### config.mk
export PLATFORM = sky130hd
export DESIGN_NAME = t2mi_ts_monitor
export DESIGN_NICKNAME = d
export VERILOG_FILES = /design/src/rtl/t2mi_pkg.sv /design/src/rtl/sat_counter.sv /design/src/rtl/t2mi_ts_monitor.sv
export SDC_FILE = /design/constraint.sdc
export NUM_CORES = 1
export LEC_CHECK = 0
export ABC_AREA = 1
export ABC_CLOCK_PERIOD_IN_PS = 2200
export CORE_UTILIZATION = 35
export DETAILED_ROUTE_END_ITERATION = 6
export HOLD_SLACK_MARGIN = 0.02
export MAX_ROUTING_LAYER = met4
export PLACE_DENSITY_LB_ADDON = 0.12
export SYNTH_ARGS = -nofsm -noshare
export SYNTH_HDL_FRONTEND = slang
export SYNTH_SLANG_ARGS = --single-unit
### constraint.sdc
create_clock -name CLK -period 2.2 [get_ports CLK]
set_input_delay 0.22 -clock CLK [delete_from_list [all_inputs] [get_ports CLK]]
set_output_delay 0.22 -clock CLK [all_outputs]
set_load 0.05 [all_outputs]
### src/rtl/t2mi_pkg.sv
// Shared constants and FSM encoding for the T2-MI transport stream monitor.
package t2mi_pkg;

    localparam logic [7:0]  TS_SYNC_BYTE = 8'h47;
    localparam int          TS_PKT_LEN   = 188;
    localparam logic [12:0] NULL_PID     = 13'h1FFF;

    typedef enum logic [1:0] {
        HUNT = 2'd0,
        ACQ  = 2'd1,
        LOCK = 2'd2
    } state_t;

    function automatic logic [3:0] cc_next(input logic [3:0] cc);
        return cc + 4'd1;
    endfunction

endpackage

### src/rtl/sat_counter.sv
// Saturating statistics counter with synchronous clear that wins over increment.
module sat_counter #(
    parameter int CNT_W = 32
) (
    input  logic             i_clk,
    input  logic             i_rst_n,
    input  logic             i_inc,
    input  logic             i_clr,
    output logic [CNT_W-1:0] o_cnt
);

    logic [CNT_W-1:0] r_cnt;

    always_ff @(posedge i_clk or negedge i_rst_n) begin
        if (!i_rst_n) begin
            r_cnt <= '0;
        end else if (i_clr) begin
            r_cnt <= '0;
        end else if (i_inc && !(&r_cnt)) begin
            r_cnt <= r_cnt + 1'b1;
        end
    end

    assign o_cnt = r_cnt;

endmodule

### src/rtl/t2mi_ts_monitor.sv
// TS packet alignment, header parse and CC monitor for the T2-MI PID.
// Statistics counters exist only when T2MI_MON_STATS_EN is defined.
module t2mi_ts_monitor
    import t2mi_pkg::*;
#(
    parameter int CNT_W  = 32,
    parameter int LOCK_N = 3
) (
    input  logic             CLK,
    input  logic             RST,
    input  logic [7:0]       DATA_IN,
    input  logic             DVALID_IN,
    input  logic             PSYNC_IN,
    input  logic [12:0]      MON_PID,
    input  logic             CLR,
    output logic             LOCKED,
    output logic             ERR_PULSE,
    output logic [CNT_W-1:0] PKT_CNT,
    output logic [CNT_W-1:0] PID_PKT_CNT,
    output logic [CNT_W-1:0] CC_ERR_CNT,
    output logic [CNT_W-1:0] SYNC_ERR_CNT,
    output logic [CNT_W-1:0] TEI_CNT
);

    localparam logic [7:0] LAST_IDX = 8'(TS_PKT_LEN - 1);
    localparam logic [7:0] LOCK_CNT = 8'(LOCK_N);

    state_t      r_state;
    logic [7:0]  r_idx;
    logic [7:0]  r_good;
    logic        r_locked;
    logic        r_err;
    logic        r_tei;
    logic [12:0] r_pid;
    logic [12:0] r_mon_q;
    logic [3:0]  r_cc_ref;
    logic        r_cc_vld;

    logic w_good;
    logic w_sync_err;
    logic w_lock_byte;
    logic w_hdr3;
    logic w_mon;
    logic w_cc_chk;
    logic w_cc_err;
    logic w_pkt_inc;
    logic w_pid_inc;
    logic w_tei_inc;
    logic w_sync_inc;

    always_comb begin
        w_good     = PSYNC_IN && (DATA_IN == TS_SYNC_BYTE);
        w_sync_err = 1'b0;
        if (DVALID_IN && r_state != HUNT) begin
            if (r_idx == 8'd0) begin
                w_sync_err = !w_good;
            end else begin
                w_sync_err = PSYNC_IN;
            end
        end
        w_lock_byte = DVALID_IN && (r_state == LOCK) && !w_sync_err;
        w_hdr3      = w_lock_byte && (r_idx == 8'd3);
        w_mon       = (r_pid == MON_PID);
        // AFC bit 4 set means a payload is present (01 or 11)
        w_cc_chk    = w_hdr3 && w_mon && (r_pid != NULL_PID) && DATA_IN[4];
        w_cc_err    = w_cc_chk && r_cc_vld && (r_mon_q == MON_PID)
                      && (DATA_IN[3:0] != cc_next(r_cc_ref));
        w_pkt_inc   = w_lock_byte && (r_idx == LAST_IDX);
        w_pid_inc   = w_hdr3 && w_mon;
        w_tei_inc   = w_hdr3 && r_tei;
        w_sync_inc  = DVALID_IN && (r_state == LOCK) && w_sync_err;
    end

    always_ff @(posedge CLK or negedge RST) begin
        if (!RST) begin
            r_state  <= HUNT;
            r_idx    <= 8'd0;
            r_good   <= 8'd0;
            r_locked <= 1'b0;
            r_err    <= 1'b0;
            r_tei    <= 1'b0;
            r_pid    <= 13'd0;
            r_mon_q  <= 13'd0;
            r_cc_ref <= 4'd0;
            r_cc_vld <= 1'b0;
        end else begin
            r_mon_q <= MON_PID;
            r_err   <= w_sync_inc || w_cc_err;
            if (r_mon_q != MON_PID) begin
                r_cc_vld <= 1'b0;
            end
            if (DVALID_IN) begin
                if (r_idx == 8'd1) begin
                    r_tei       <= DATA_IN[7];
                    r_pid[12:8] <= DATA_IN[4:0];
                end
                if (r_idx == 8'd2) begin
                    r_pid[7:0] <= DATA_IN;
                end
                if (w_sync_err || r_state == HUNT) begin
                    // a short-packet byte that is a good sync restarts acquisition
                    r_cc_vld <= 1'b0;
                    if (w_good) begin
                        r_idx    <= 8'd1;
                        r_good   <= 8'd1;
                        r_state  <= (LOCK_N <= 1) ? LOCK : ACQ;
                        r_locked <= (LOCK_N <= 1);
                    end else begin
                        r_idx    <= 8'd0;
                        r_good   <= 8'd0;
                        r_state  <= HUNT;
                        r_locked <= 1'b0;
                    end
                end else begin
                    r_idx <= (r_idx == LAST_IDX) ? 8'd0 : r_idx + 8'd1;
                    if (r_idx == 8'd0 && r_state == ACQ) begin
                        r_good <= r_good + 8'd1;
                        if (r_good + 8'd1 >= LOCK_CNT) begin
                            r_state  <= LOCK;
                            r_locked <= 1'b1;
                        end
                    end
                    if (w_cc_chk) begin
                        r_cc_ref <= DATA_IN[3:0];
                        r_cc_vld <= 1'b1;
                    end
                end
            end
        end
    end

    assign LOCKED    = r_locked;
    assign ERR_PULSE = r_err;

`ifdef T2MI_MON_STATS_EN
    sat_counter #(.CNT_W(CNT_W)) u_pkt (
        .i_clk(CLK), .i_rst_n(RST), .i_inc(w_pkt_inc),
        .i_clr(CLR), .o_cnt(PKT_CNT)
    );
    sat_counter #(.CNT_W(CNT_W)) u_pid (
        .i_clk(CLK), .i_rst_n(RST), .i_inc(w_pid_inc),
        .i_clr(CLR), .o_cnt(PID_PKT_CNT)
    );
    sat_counter #(.CNT_W(CNT_W)) u_cc (
        .i_clk(CLK), .i_rst_n(RST), .i_inc(w_cc_err),
        .i_clr(CLR), .o_cnt(CC_ERR_CNT)
    );
    sat_counter #(.CNT_W(CNT_W)) u_sync (
        .i_clk(CLK), .i_rst_n(RST), .i_inc(w_sync_inc),
        .i_clr(CLR), .o_cnt(SYNC_ERR_CNT)
    );
    sat_counter #(.CNT_W(CNT_W)) u_tei (
        .i_clk(CLK), .i_rst_n(RST), .i_inc(w_tei_inc),
        .i_clr(CLR), .o_cnt(TEI_CNT)
    );
`else
    logic w_unused;
    assign w_unused = &{1'b0, w_pkt_inc, w_pid_inc, w_tei_inc, CLR};

    assign PKT_CNT      = '0;
    assign PID_PKT_CNT  = '0;
    assign CC_ERR_CNT   = '0;
    assign SYNC_ERR_CNT = '0;
    assign TEI_CNT      = '0;
`endif

endmodule

; ---- Word level (Yosys, flattened, before mapping)
; Index checks and enable logic that the tools add are counted.
[op_classes]
add_sub_neg = 3
muxes = 18
n_bitwise = 1
eq_ne = 12
reduce_logical = 27
magnitude_cmp = 1
[ops]
columns = operator, count
row1 = $mux W8, 4
row2 = $eq A13 B13 Y1, 2
row3 = $add A8 B1 Y8 const B, 2
row4 = $eq A8 B2 Y1 const B, 2
row5 = $logic_and A1 B1 Y1, 13
row6 = $ne A13 B13 Y1, 1
row7 = $ne A13 B13 Y1 const B, 1
row8 = $mux W1, 11
row9 = $eq A8 B1 Y1 const B, 1
row10 = $eq A8 B7 Y1 const B, 1
row11 = $eq A8 B8 Y1 const B, 1
row12 = $ge A8 B2 Y1 const B, 1
row13 = $logic_not A8 Y1, 1
row14 = $mux W2, 3
row15 = $reduce_and A2 Y1, 3
row16 = $reduce_and A3 Y1, 2
row17 = $reduce_bool A2 Y1, 3
row18 = $add A4 B1 Y4 const B, 1
row19 = $ne A4 B4 Y1, 1
row20 = $eq A2 B1 Y1 const B, 1
row21 = $eq A2 B2 Y1 const B, 1
row22 = $logic_not A1 Y1, 2
row23 = $logic_not A2 Y1, 1
row24 = $logic_or A1 B1 Y1, 2
row25 = $not A1 Y1, 1
[totals]
in_bits = 26
wordCells = 72
regBits = 51

; ---- Depth between registers and ports, before layout
[logic_depth]
ltp_word = 15
mapped_depth = 13
ltp_nobuf = 12

; ---- Worst setup path after synthesis
; Ideal clock, no wire load.
[synth_path]
kind = reg-to-reg
start = reg r_state[1]
end = reg r_good[0]
arrival_ns = 1.680
path_stages_with_launch = 12
setup_slack_ns = 0.454
cell_sequence = dfrtp_1 inv_2 nand2_4 nand2_1 nor2_4 nand2_2 buf_6 nand2_8 nand2_1 nand2_1 nand2_1 nand2_1
[synth_via]
elab_chain_cells = 6
elab_cells_between_ends = 10
[synth_lines]
columns = item, line
row1 = from (decl), t2mi_ts_monitor.sv:28  ; state_t r_state;
row2 = from (signal assigned), t2mi_ts_monitor.sv:106  ; r_state <= (LOCK_N <= 1) ? LOCK : ACQ;
row3 = $reduce_bool A2 Y1, t2mi_ts_monitor.sv:54  ; if (DVALID_IN && r_state != HUNT) begin
row4 = $logic_and A1 B1 Y1, t2mi_ts_monitor.sv:54
row5 = $mux W1, t2mi_ts_monitor.sv:54
row6 = $logic_or A1 B1 Y1, t2mi_ts_monitor.sv:100  ; if (w_sync_err || r_state == HUNT) begin
row7 = $reduce_bool A2 Y1 (no line), --
row8 = $reduce_and A2 Y1 (no line), --
row9 = to (signal assigned), t2mi_ts_monitor.sv:117  ; r_good <= r_good + 8'd1;
row10 = to (decl), t2mi_ts_monitor.sv:30  ; logic [7:0] r_good;
; Parallel ways exist; a longest one is shown, timed or not.
; A chain may end at the register's enable or synchronous reset.

; ---- Worst setup path after layout
[layout_path]
start = reg r_idx[0]
end = reg r_state[0]
[layout_via]
elab_chain_cells = 6
elab_cells_between_ends = 9
[layout_lines]
columns = item, line
row1 = from (decl), t2mi_ts_monitor.sv:29  ; logic [7:0] r_idx;
row2 = from (signal assigned), t2mi_ts_monitor.sv:115  ; r_idx <= (r_idx == LAST_IDX) ? 8'd0 : r_idx + 8'd1;
row3 = $logic_not A8 Y1 (*), "t2mi_ts_monitor.sv:55, t2mi_ts_monitor.sv:116"
row4 = $mux W1, t2mi_ts_monitor.sv:55  ; if (r_idx == 8'd0) begin
row5 = $mux W1, t2mi_ts_monitor.sv:54
row6 = $logic_or A1 B1 Y1, t2mi_ts_monitor.sv:100
row7 = $reduce_bool A2 Y1 (no line), --
row8 = $reduce_and A3 Y1 (no line), --
; Mark *: on every way between the ends. The rest lies on a longest branch, timed or not.

==> flow_summary.toml <==
[layout]
postLayoutCoreUtil = 0.359
final_design_area_no_fill_um2 = 4080
syn2layout_area_growth_pct = 0.400
insertedDiodeCount = 0
post_route_cells_drive_above_1_share = 0.0765
final_nets = 607
final_cells = 718

[sta]
timing_max_transition_violations_final = 0
fin_hold_ws_ns = 0.0290
final-setup-viol-count = 0
max_freq_ghz = 0.511
fin_skew_ns = 0.00596
rsz0062_at_grt = "false"
transition_at_the_pin_with_the_smallest_max_transition_slack_ns = 0.662
final_hold_violation_count = 0
maxSlewHeadroom = 0.559
final.min_clock_period_ns = 1.96
timing.final.crit_share = 0.889
finalSetupTns_ns = 0

[route]
drt_first_iter_violations = 88
detail_route.vias_per_cell = 3.98
route.detailed.drc = 0
route.final.wire_length_um = 7210
final_antenna_net_count = 0
drt_pass1_iterations = 6
num_vias = 2857
post_drt_wl_per_cell_um = 10.0

[worst_setup_path]
critical_path_peak_fanout = 15
critPathRequiredTime_ns = 2.39
endpoint_kind = "flop"
crit_arrival_ns = 2.15
setup.worst_path.class = "flop to flop"
cp-start-kind = "flop"
r2r.worst_path.cells = 11

[hold_path]
holdCritPathClass = "input port to async pin"

[logic_synthesis]
ys_warn_count = 0
muxShareOfSynthArea = 0.00554
syn-instance-count = 538
post_synth_instance_area_um2 = 4070
combinational_family_with_the_most_area_after_synthesis = "buffers and inverters"
ys_seq_elements = 50
synth_simple_gate_area_share = 0.238
synth_enable_flop_cells = 0
synthAdderAreaFrac = 0.0215
syn-mean-instance-area_um2 = 7.56
netlist.area_leader.share = 0.308
synthDominantAreaCellType = "dfrtp_1"
synth_sequential_area_ratio = 0.308
synth_cell_count_leaders = "buf_4, nand2_1, dfrtp_1"
synth-async-reset-ratio = 1.00
synth.top_cells.by_area = "dfrtp_1, buf_4, nand2_1, nor2_1, inv_1"
ys_types = 30
synth_compound_area_frac = 0.0544
xor_xnor_cell_area_share_of_the_yosys_netlist = 0.0301
ys_dominant_reg_cell = "dfrtp_1"
count_leader_synth = "buf_4"

[power]
max-vdd-ir-drop_mv = 0.458
power_density_nw_per_um2 = 893
leak_pwr_nw = 2.13

[run_status]
outcome = "finished clean"

[clock_network]
holdBufCountCts = 0
cts.repair_timing.setup_buffer_count = 0
cts_num_sinks = 50
worst_skew_pair.late_latency_ns = 0.29
cts_max_level = 2
numCtsBuffers = 5
cts.repair.resized = 0
clockBufferDepth = 2
clk_pin_slew_worst_paths_ns = 0.07
tritoncts_clock_tree = "built"
cts_root_buf = "clkbuf_16"

[global_route]
grt_usage = 0.130
grtUsageMet3 = 0.0213
use_met1 = 0.167
grt_busiest_layer = "met2"
grt_start_max_net_pins = 51
grt_first_pass_wirelength_um = 11800
global_route.usage.met2 = 0.215
grt.overflow.total = 0
number_of_global_route_vias_before_repair = 2454
antenna_found_initial = 0

[die]
floorplan.core_area_um2 = 11400
die-height_um = 110
num_io_pins = 188
initial_core_util = 0.358
die_width_um = 110
rows = 39
die_area_um2 = 12100

[placement]
post-place-cells = 710
placedInstanceArea_um2 = 3930
portBuffers = 26
post-dp-hpwl_um = 5670
gp_congestion = 0.797

[job]
drv.max_cap_violation_count = 0
path summary, 6_finish.rpt:
check                           slack, ns           to        start
worst max register to register       0.24   r_state[0]     r_idx[0]
worst min register to register       0.50  r_cc_ref[3]  r_cc_ref[3]
max in group asynchronous            1.72   r_mon_q[6]          RST
worst min-delay path                 0.03    r_good[7]          RST
worst max-delay path                 0.24   r_state[0]     r_idx[0]
min in group CLK                     0.39   r_mon_q[8]   MON_PID[8]
through the flow:
step           setup slack (ns)  total power [mW]
2_1_floorplan             0.454              2.77
3_5_place_dp              0.209              2.85
4_1_cts                   0.229              3.69
5_1_grt                  0.0949              3.90
6_report                  0.244              3.65
3_3_place_gp              0.209              2.84
area by class of cell:
type | count | area, um^2
multi-input cells | 440 | 2020
repair buffers | 34 | 315
fillers | 1239 | 7290
inverters | 43 | 161
flip-flops and latches | 50 | 1250
clock buffers | 5 | 125
clock inverters | 3 | 28.8
well taps | 143 | 179
placed cells by master (no fill, tap or decap), drive strengths merged, types with 8 or more instances in the layout:
master and count:
nand4 10, or2 8, o21ai 35, conb 160, nand3 30, nand2 119, inv 45, xnor2 8
buf 9, nor2 48, dfrtp 50, clkdlybuf4s50 25
kinds of logic after synthesis:
family	after synthesis
AO/OA/AOI/OAI	40
XOR/XNOR	14
adder cells (fa/ha/maj)	7
buffers and inverters	207
flip-flops	50
multiplexers	2
other	1
AND/OR/NAND/NOR	217
routing by layer:
metal  up-vias  wire [um]
li1       1433          -
met1      1316       3330
met2       104       3520
met3         4        311
met4         0         40
met5         -          0
registers in the layout, summed over array words and instances (netlist names):
name,cells
r_cc_ref,4
r_mon_q,13
r_pid,13
r_state,2
r_cc_vld,1
ERR_PULSE,1
r_good,8
r_idx,8
power by group:
part | total, mW | leakage, nW | internal, mW | switching, mW
combinational | 1.52 | 1.41 | 0.381 | 1.14
clock | 0.820 | 0.0763 | 0.437 | 0.383
sequential | 1.30 | 0.645 | 1.10 | 0.207
critical path: stages, from the launching register on:
cell     delay [ns]
dfrtp_1        0.46
inv_1          0.14
ha_1           0.17
nand2_2        0.07
nor2_4         0.16
nor2_2         0.06
nor2_4         0.13
nand2_2        0.16
nand2_2        0.27
nand2_1        0.11
nand2_1        0.07
nand2_1        0.04
No activity file was read; power rests on OpenSTA's default activity.
